--- config.mk ---
export PLATFORM = sky130hd
export DESIGN_NAME = player_pos_tracker
export DESIGN_NICKNAME = d
export VERILOG_FILES = /design/src/rtl/player_pos_tracker.sv
export SDC_FILE = /design/constraint.sdc
export NUM_CORES = 1
export LEC_CHECK = 0
export BUFFER_PORTS_ARGS = -buffer_cell sky130_fd_sc_hd__buf_4
export CAP_MARGIN = 15
export CORE_MARGIN = 1
export CORE_UTILIZATION = 40
export CTS_CLUSTER_SIZE = 12
export DETAILED_ROUTE_END_ITERATION = 12
export PLACE_DENSITY = 0.68
export SLEW_MARGIN = 20
export SYNTH_ARGS = -nofsm -noshare
export SYNTH_HDL_FRONTEND = slang
export SYNTH_SLANG_ARGS = --single-unit
--- constraint.sdc ---
create_clock -name B -period 4.88 [get_ports B]
set_clock_uncertainty 0.15 [all_clocks]
set_input_delay 0.244 -clock B [delete_from_list [all_inputs] [get_ports B]]
set_output_delay 0.244 -clock B [all_outputs]
set_load 0.1 [all_outputs]
--- src/rtl/player_pos_tracker.sv ---
// Multi-player circular-track position tracker.
// Moves one player a tile per clock, jumping occupied tiles.
module player_pos_tracker #(
  parameter int MAX_PLAYERS = 4,
  parameter int BOARD_SIZE  = 24,
  parameter int POS_W       = 5,
  parameter int STEP_W      = 3,
  parameter int LAP_W       = 4,
  parameter int ID_W        = 2
) (
  input  logic                         B,
  input  logic                         rst,
  input  logic [ID_W:0]                n_players,
  input  logic                         start,
  input  logic [ID_W-1:0]              player_sel,
  input  logic [STEP_W-1:0]            steps,
  output logic                         busy,
  output logic                         done,
  output logic                         pass,
  output logic [ID_W-1:0]              passed_id,
  output logic [MAX_PLAYERS*POS_W-1:0] pos_flat,
  output logic [MAX_PLAYERS*LAP_W-1:0] laps_flat
);

  typedef enum logic [1:0] {
    IDLE,
    STEP,
    DONE
  } state_t;

  typedef logic [MAX_PLAYERS-1:0][POS_W-1:0] pos_vec_t;
  typedef logic [MAX_PLAYERS-1:0][LAP_W-1:0] lap_vec_t;

  localparam logic [ID_W:0]    MAXN    = (ID_W+1)'(MAX_PLAYERS);
  localparam logic [ID_W:0]    MINN    = (ID_W+1)'(2);
  localparam logic [POS_W-1:0] LAST    = POS_W'(BOARD_SIZE - 1);
  localparam logic [LAP_W-1:0] LAP_MAX = '1;

  state_t            state_q, state_d;
  logic [ID_W:0]     n_act_q;
  logic [ID_W-1:0]   mover_q, mover_d;
  logic [STEP_W-1:0] rem_q, rem_d;
  pos_vec_t          pos_q, pos_d;
  lap_vec_t          laps_q, laps_d;
  logic              pass_q, pass_d;
  logic [ID_W-1:0]   pid_q, pid_d;

  logic [ID_W:0]     n_clamp;
  pos_vec_t          rst_pos;
  logic [POS_W-1:0]  cur;
  logic [POS_W-1:0]  tgt;
  logic              occ;
  logic [ID_W-1:0]   occ_id;

  // Clamp the requested player count into the supported range.
  always_comb begin
    n_clamp = n_players;
    if (n_players < MINN) begin
      n_clamp = MINN;
    end else if (n_players > MAXN) begin
      n_clamp = MAXN;
    end
  end

  // Start tiles: constant per-count tables, evenly spaced.
  always_comb begin
    rst_pos = '0;
    for (int n = 2; n <= MAX_PLAYERS; n++) begin
      if (n_clamp == (ID_W+1)'(n)) begin
        for (int i = 0; i < n; i++) begin
          rst_pos[i] = POS_W'((i * BOARD_SIZE) / n);
        end
      end
    end
  end

  // Next tile for the mover and whether another player sits there.
  always_comb begin
    cur    = pos_q[mover_q];
    tgt    = (cur == LAST) ? '0 : cur + 1'b1;
    occ    = 1'b0;
    occ_id = '0;
    for (int j = 0; j < MAX_PLAYERS; j++) begin
      if (((ID_W+1)'(j) < n_act_q) &&
          (ID_W'(j) != mover_q) &&
          (pos_q[j] == tgt)) begin
        occ    = 1'b1;
        occ_id = ID_W'(j);
      end
    end
  end

  // Move FSM: next state and next board contents.
  always_comb begin
    state_d = state_q;
    mover_d = mover_q;
    rem_d   = rem_q;
    pos_d   = pos_q;
    laps_d  = laps_q;
    pass_d  = 1'b0;
    pid_d   = pid_q;
    unique case (state_q)
      IDLE: begin
        if (start &&
            ({1'b0, player_sel} < n_act_q)) begin
          mover_d = player_sel;
          rem_d   = steps;
          state_d = (steps == '0) ? DONE : STEP;
        end
      end
      STEP: begin
        pos_d[mover_q] = tgt;
        if ((tgt == '0) &&
            (laps_q[mover_q] != LAP_MAX)) begin
          laps_d[mover_q] = laps_q[mover_q] + 1'b1;
        end
        if (occ) begin
          pass_d = 1'b1;
          pid_d  = occ_id;
        end else begin
          rem_d = rem_q - 1'b1;
          if (rem_q == STEP_W'(1)) begin
            state_d = DONE;
          end
        end
      end
      DONE: begin
        state_d = IDLE;
      end
      default: begin
        state_d = IDLE;
      end
    endcase
  end

  // State registers with synchronous reset to start tiles.
  always_ff @(posedge B) begin
    if (rst) begin
      state_q <= IDLE;
      n_act_q <= n_clamp;
      mover_q <= '0;
      rem_q   <= '0;
      pos_q   <= rst_pos;
      laps_q  <= '0;
      pass_q  <= 1'b0;
      pid_q   <= '0;
    end else begin
      state_q <= state_d;
      mover_q <= mover_d;
      rem_q   <= rem_d;
      pos_q   <= pos_d;
      laps_q  <= laps_d;
      pass_q  <= pass_d;
      pid_q   <= pid_d;
    end
  end

  assign busy      = (state_q == STEP);
  assign done      = (state_q == DONE);
  assign pass      = pass_q;
  assign passed_id = pid_q;
  assign pos_flat  = pos_q;
  assign laps_flat = laps_q;

endmodule

After elaboration in Yosys (flattened, before gate mapping)
Index checks and enable logic that the tools add are counted. W data, S select, Z words.

$add $sub $neg: 3. Magnitude comparators: 9. Eq/ne operators: 18. Mux-type cells: 34. Bitwise operators: 1. Reductions and logical operators: 23.

Operators by type and width (count): $mux W20 (3); $bwmux W20 (1); $eq A5 B5 Y1 (4); $bwmux W16 (1); $mux W15 (1); $mux W5 (3); $mux W2 (6); $mux W3 (4); $logic_and A1 B1 Y1 (11); $bmux W5 S2 (1); $demux W5 S2 (1); $mux W9 (1); $bmux W4 S2 (1); $demux W4 S2 (1); $mux W4 (2); $eq A3 B2 Y1 const B (2); $lt A1 B3 Y1 const A (2); $lt A2 B3 Y1 const A (2); $mux W1 (6); $pmux W3 S2 (1); $reduce_and A2 Y1 (3); $reduce_and A3 Y1 (2); $reduce_bool A2 Y1 (3); $add A5 B1 Y5 const B (1); other kinds (23) (25).

Flip-flop bits (word level): 49. Bits of input ports: 11. Logic and storage cells: 102.

Logic depth before layout (Yosys ltp)
Depth in word-level cells: 12. Mapped depth: 12.

Worst setup path before layout
OpenSTA, ideal clock, no wires.

Kind: flip-flop to flip-flop. Start point: register pos_q (netlist bit pos_flat[15]). End point: register pid_q[0], in the netlist passed_id[0]. Setup time: 0.131 ns. Data arrival time: 3.760 ns. Data required time: 4.599 ns. Slack: 0.839 ns. Stages on the path, launching flop included: 12. Cells stage by stage: edfxtp_1 -> mux4_2 -> ha_1 -> clkbuf_1 -> or2b_1 -> mux2i_2 -> nor3_1 -> or4b_1 -> nor4_4 -> nor4_4 -> nor4_1 -> nor3_1.

Cells in the longest elaborated chain, start to end: 11.

Ends and longest elaborated chain: start: declaration (RTL line 43) `pos_vec_t pos_q, pos_d;`; start signal: assignment (RTL line 143) `pos_q <= rst_pos;`; start signal: assignment (RTL line 151) `pos_q <= pos_d;`; $bmux W5 S2 (RTL line 79) `cur = pos_q[mover_q];`; $mux W5 (implied by the code) (RTL line 79); $add A5 B1 Y5 / $eq A5 B5 Y1 (equally long branches) (RTL line 80) `tgt = (cur == LAST) ? '0 : cur + 1'b1;`; $mux W5 (RTL line 80); $eq A5 B5 Y1 (RTL line 86) `(pos_q[j] == tgt)) begin`; $logic_and A1 B1 Y1 (RTL line 85) `(ID_W'(j) != mover_q) &&`; $mux W1 (4 in series) (RTL line 84) `if (((ID_W+1)'(j) < n_act_q) &&`; $reduce_and A2 Y1 (no source line); end signal: assignment (RTL line 154) `pid_q <= pid_d;`; end: declaration (RTL line 46) `logic [ID_W-1:0] pid_q, pid_d;`.

Several ways; a longest one is shown, not always the timed one. The select of a mux whose other input is x is not followed. A chain may end at the register's enable or synchronous reset.

Final worst setup path
Start point: register mover_q[0]. End point: register state_q[0].

Cells in the longest elaborated chain, start to end: 12.

Ends and longest elaborated chain: start: declaration (RTL line 41) `logic [ID_W-1:0] mover_q, mover_d;`; start signal: assignment (RTL line 149) `mover_q <= mover_d;`; $bmux W5 S2 (RTL line 79); $mux W5 (implied by the code) (RTL line 79); $add A5 B1 Y5 / $eq A5 B5 Y1 (equally long branches) (RTL line 80); $mux W5 (RTL line 80); $eq A5 B5 Y1 (RTL line 86); $logic_and A1 B1 Y1 (RTL line 85); $mux W1 (3 in series) (RTL line 84); $mux W1 (*) (RTL line 84); $ne A2 B2 Y1 (no source line) (*); $reduce_and A3 Y1 (no source line) (*); end signal: assignment (RTL line 148) `state_q <= state_d;`; end: declaration (RTL line 39) `state_t state_q, state_d;`.

Every way passes the cells marked *; elsewhere a longest branch is shown, timed or not. The select of a mux whose other input is x is not followed.

==> results.cfg <==
[floorplanning]
die_x_um = 88.4
io_pins = 52
die-area_mm2 = 0.00781
start_util_pct = 41.4
core_region_area_mm2 = 0.00721
die_h_um = 88.4
row_count = 31

[synthesis]
syn_nets = 316
synth.area.top_cells = edfxtp_1 23%, dfxtp_1 17%, mux4_2 6.8%, mux2i_1 4.7%, nor2_1 4.7%
yosys_register_bits = 49
ys_warn_count = 0
yosysSeqAreaShare_pct = 40.6
synth_ff_type = dfxtp_1
synth_top_area_cell = edfxtp_1
synth.top_cell.area_share_pct = 23.1
synth_async_sr_flop_share_pct = 0
postSynthCellCount = 299
netlist-cell-type-count = 52
netlist_area_mm2 = 0.00299
synth_edf_count = 23
avgSynthCellArea_um2 = 9.98

[clocking]
ctsHtreeMaxLevel = 2
cts_tree = yes
clkLatencyLatePin_ps = 320
clock_sinks = 49
clk_pin_slew_ps = 100
cts-root-to-sink-buffers = 2
cts_resized = 0
cts-root-buf = clkbuf_8
postCtsSetupBuffers = 0
numCtsBuffers = 5

[worst_setup_path]
critical_path_class = reg2reg
cp.arrival_ps = 4200
crit_path_start_kind = flop
critical_path.max_fanout = 14
cp.required_ps = 4950
critPathCaptureType = flop

[global_routing]
grt_max_degree = 54
grt_first_pass_wirelength_mm = 12.2
grt_antenna_before_repair = 0
grt_overflow_total = 0
grt_pass1_vias = 2371
grt_usage_pct = 20.5

[routing]
via_per_inst = 5.51
drtIter0Drc = 137
route.vias.total = 2432
firstDrtPassIters = 4
wl_mm = 7.50
drcViolationCount = 0
drtAntennaViolNets = 0
drt-wirelength-per-cell_um = 17.0

[layout]
area_growth_syn_to_layout_pct = 18.9
final_common_cell = buf_4
layout_common_cells = 55 x buf_4, 37 x nor2_1, 26 x dfxtp_1
nets = 358
diodes = 0
drive_gt1_share_pct = 24.9

[sta]
worst_hold_slack_ps = 27.4
rsz0062_at_grt = false
min_period_ps = 4130
relSlewSlack_pct = 58.0
fmax_mhz = 242
fin_crit_sh_pct = 84.7
tightestPinTransition_ps = 630
setup_viol = 0
tns_ps = 0
final_max_slew_viol_count = 0
timing.final.hold_violations = 0

[run]
cap_violations = 0

[power_and_ir_drop]
ir_drop_uv = 170
p_leak_uw = 0.00143
powerDensity_mw_per_mm2 = 406

[placed_design]
place_hpwl_mm = 5.43
finalWeightedCongestion = 0.807
portBuffers = 51

[run_status]
outcome = completed

[hold_path]
hold_path_class = in2reg
power by group:
part | internal (uW) | switching, uW | total [uW]
registers | 475 | 54.0 | 529
logic | 188 | 431 | 619
clock network | 136 | 155 | 291
total | 799 | 640 | 1440
worst paths after layout:
| path | slack (ps) | to | start | cells past startpoint |
|---|---|---|---|---|
| max reg2reg | 750 | state_q[0]$_SDFFE_PP0P_ | mover_q[0]$_SDFFE_PP0P_ | 10 |
| min reg2reg | 310 | passed_id[1]$_SDFFE_PP0P_ | passed_id[1]$_SDFFE_PP0P_ | 2 |
| min | 30 | mover_q[1]$_SDFFE_PP0P_ | player_sel[1] | 3 |
| max | 750 | state_q[0]$_SDFFE_PP0P_ | mover_q[0]$_SDFFE_PP0P_ | 10 |
synthesized netlist by cell type, drive strengths merged (2+ instances only):
cell,instances
nor2,38
o21ai,17
nor2b,5
edfxtp,23
or3,4
and4b,2
o31ai,3
inv,5
a21oi,26
clkbuf,17
ha,6
a311oi,4
a211oi,3
mux4,9
nor3,16
nor3b,2
a21o,2
dfxtp,26
nor4,5
and3,2
buf,4
nand3,7
xnor2,9
nand2,16
nand2b,6
xor2,12
mux2i,16
metal layers:
layer  wire length, um  GRT usage [%]
met5                 0              0
met4               134           7.04
met3               402           3.08
met2              3670           33.8
met1              3300           27.6
area by class of cell:
cell class,instances,area (um2)
Clock buffer,6,93.8
Clock inverter,2,17.5
Multi-Input combinational cell,224,1660
Inverter,5,18.8
Tap cell,99,124
Sequential cell,49,1210
Timing Repair Buffer,56,423
Fill cell,706,3670
sequential cells by signal, indices dropped and copies added, names as in the netlist:
register	count
n_act_q	3
passed_id	2
rem_q	3
state_q	2
pos_flat	20
laps_flat	16
mover_q	2
pass	1
metrics by stage:
step | std cells | utilization (%) | power [uW] | cell area, um2 | setup WS, ps
floorplan | 299 | - | 1020 | 2990 | 839
global route | 441 | 49.2 | 1500 | 3550 | 543
global placement | 432 | 47.5 | 1140 | 3430 | 954
finish | 441 | 49.2 | 1440 | 3550 | 746
detailed placement | 432 | 47.5 | 1150 | 3430 | 794
CTS | 441 | 49.2 | 1440 | 3550 | 778
what timing repair did:
action,4_1_cts,5_1_grt
endpoints found under the hold margin,1,0
hold buffers,1,0
setup endpoints to repair,0,0
critical path: stages, from the launching register on:
cell     delay [ps]
dfxtp_1         700
mux4_2          660
ha_1            330
nor2b_1         180
mux2_4          340
or3_1           360
and3_1          170
and4_4          190
nor4_4          540
nand2_1         160
a31o_1          250
kinds of logic (layout without fill, tap and decap cells):
| group | count (synthesis) | count (layout) | share of synthesized area [%] |
|---|---|---|---|
| simple gates | 109 | 109 | 20.8 |
| mux | 26 | 26 | 13.2 |
| fa+ha+maj | 6 | 6 | 2.51 |
| flops | 49 | 49 | 40.6 |
| xor+xnor | 21 | 21 | 6.16 |
| buf+inv | 26 | 69 | 3.81 |
| compound gates | 62 | 62 | 13.0 |
Note: power is estimated with default switching activity, not from simulation.
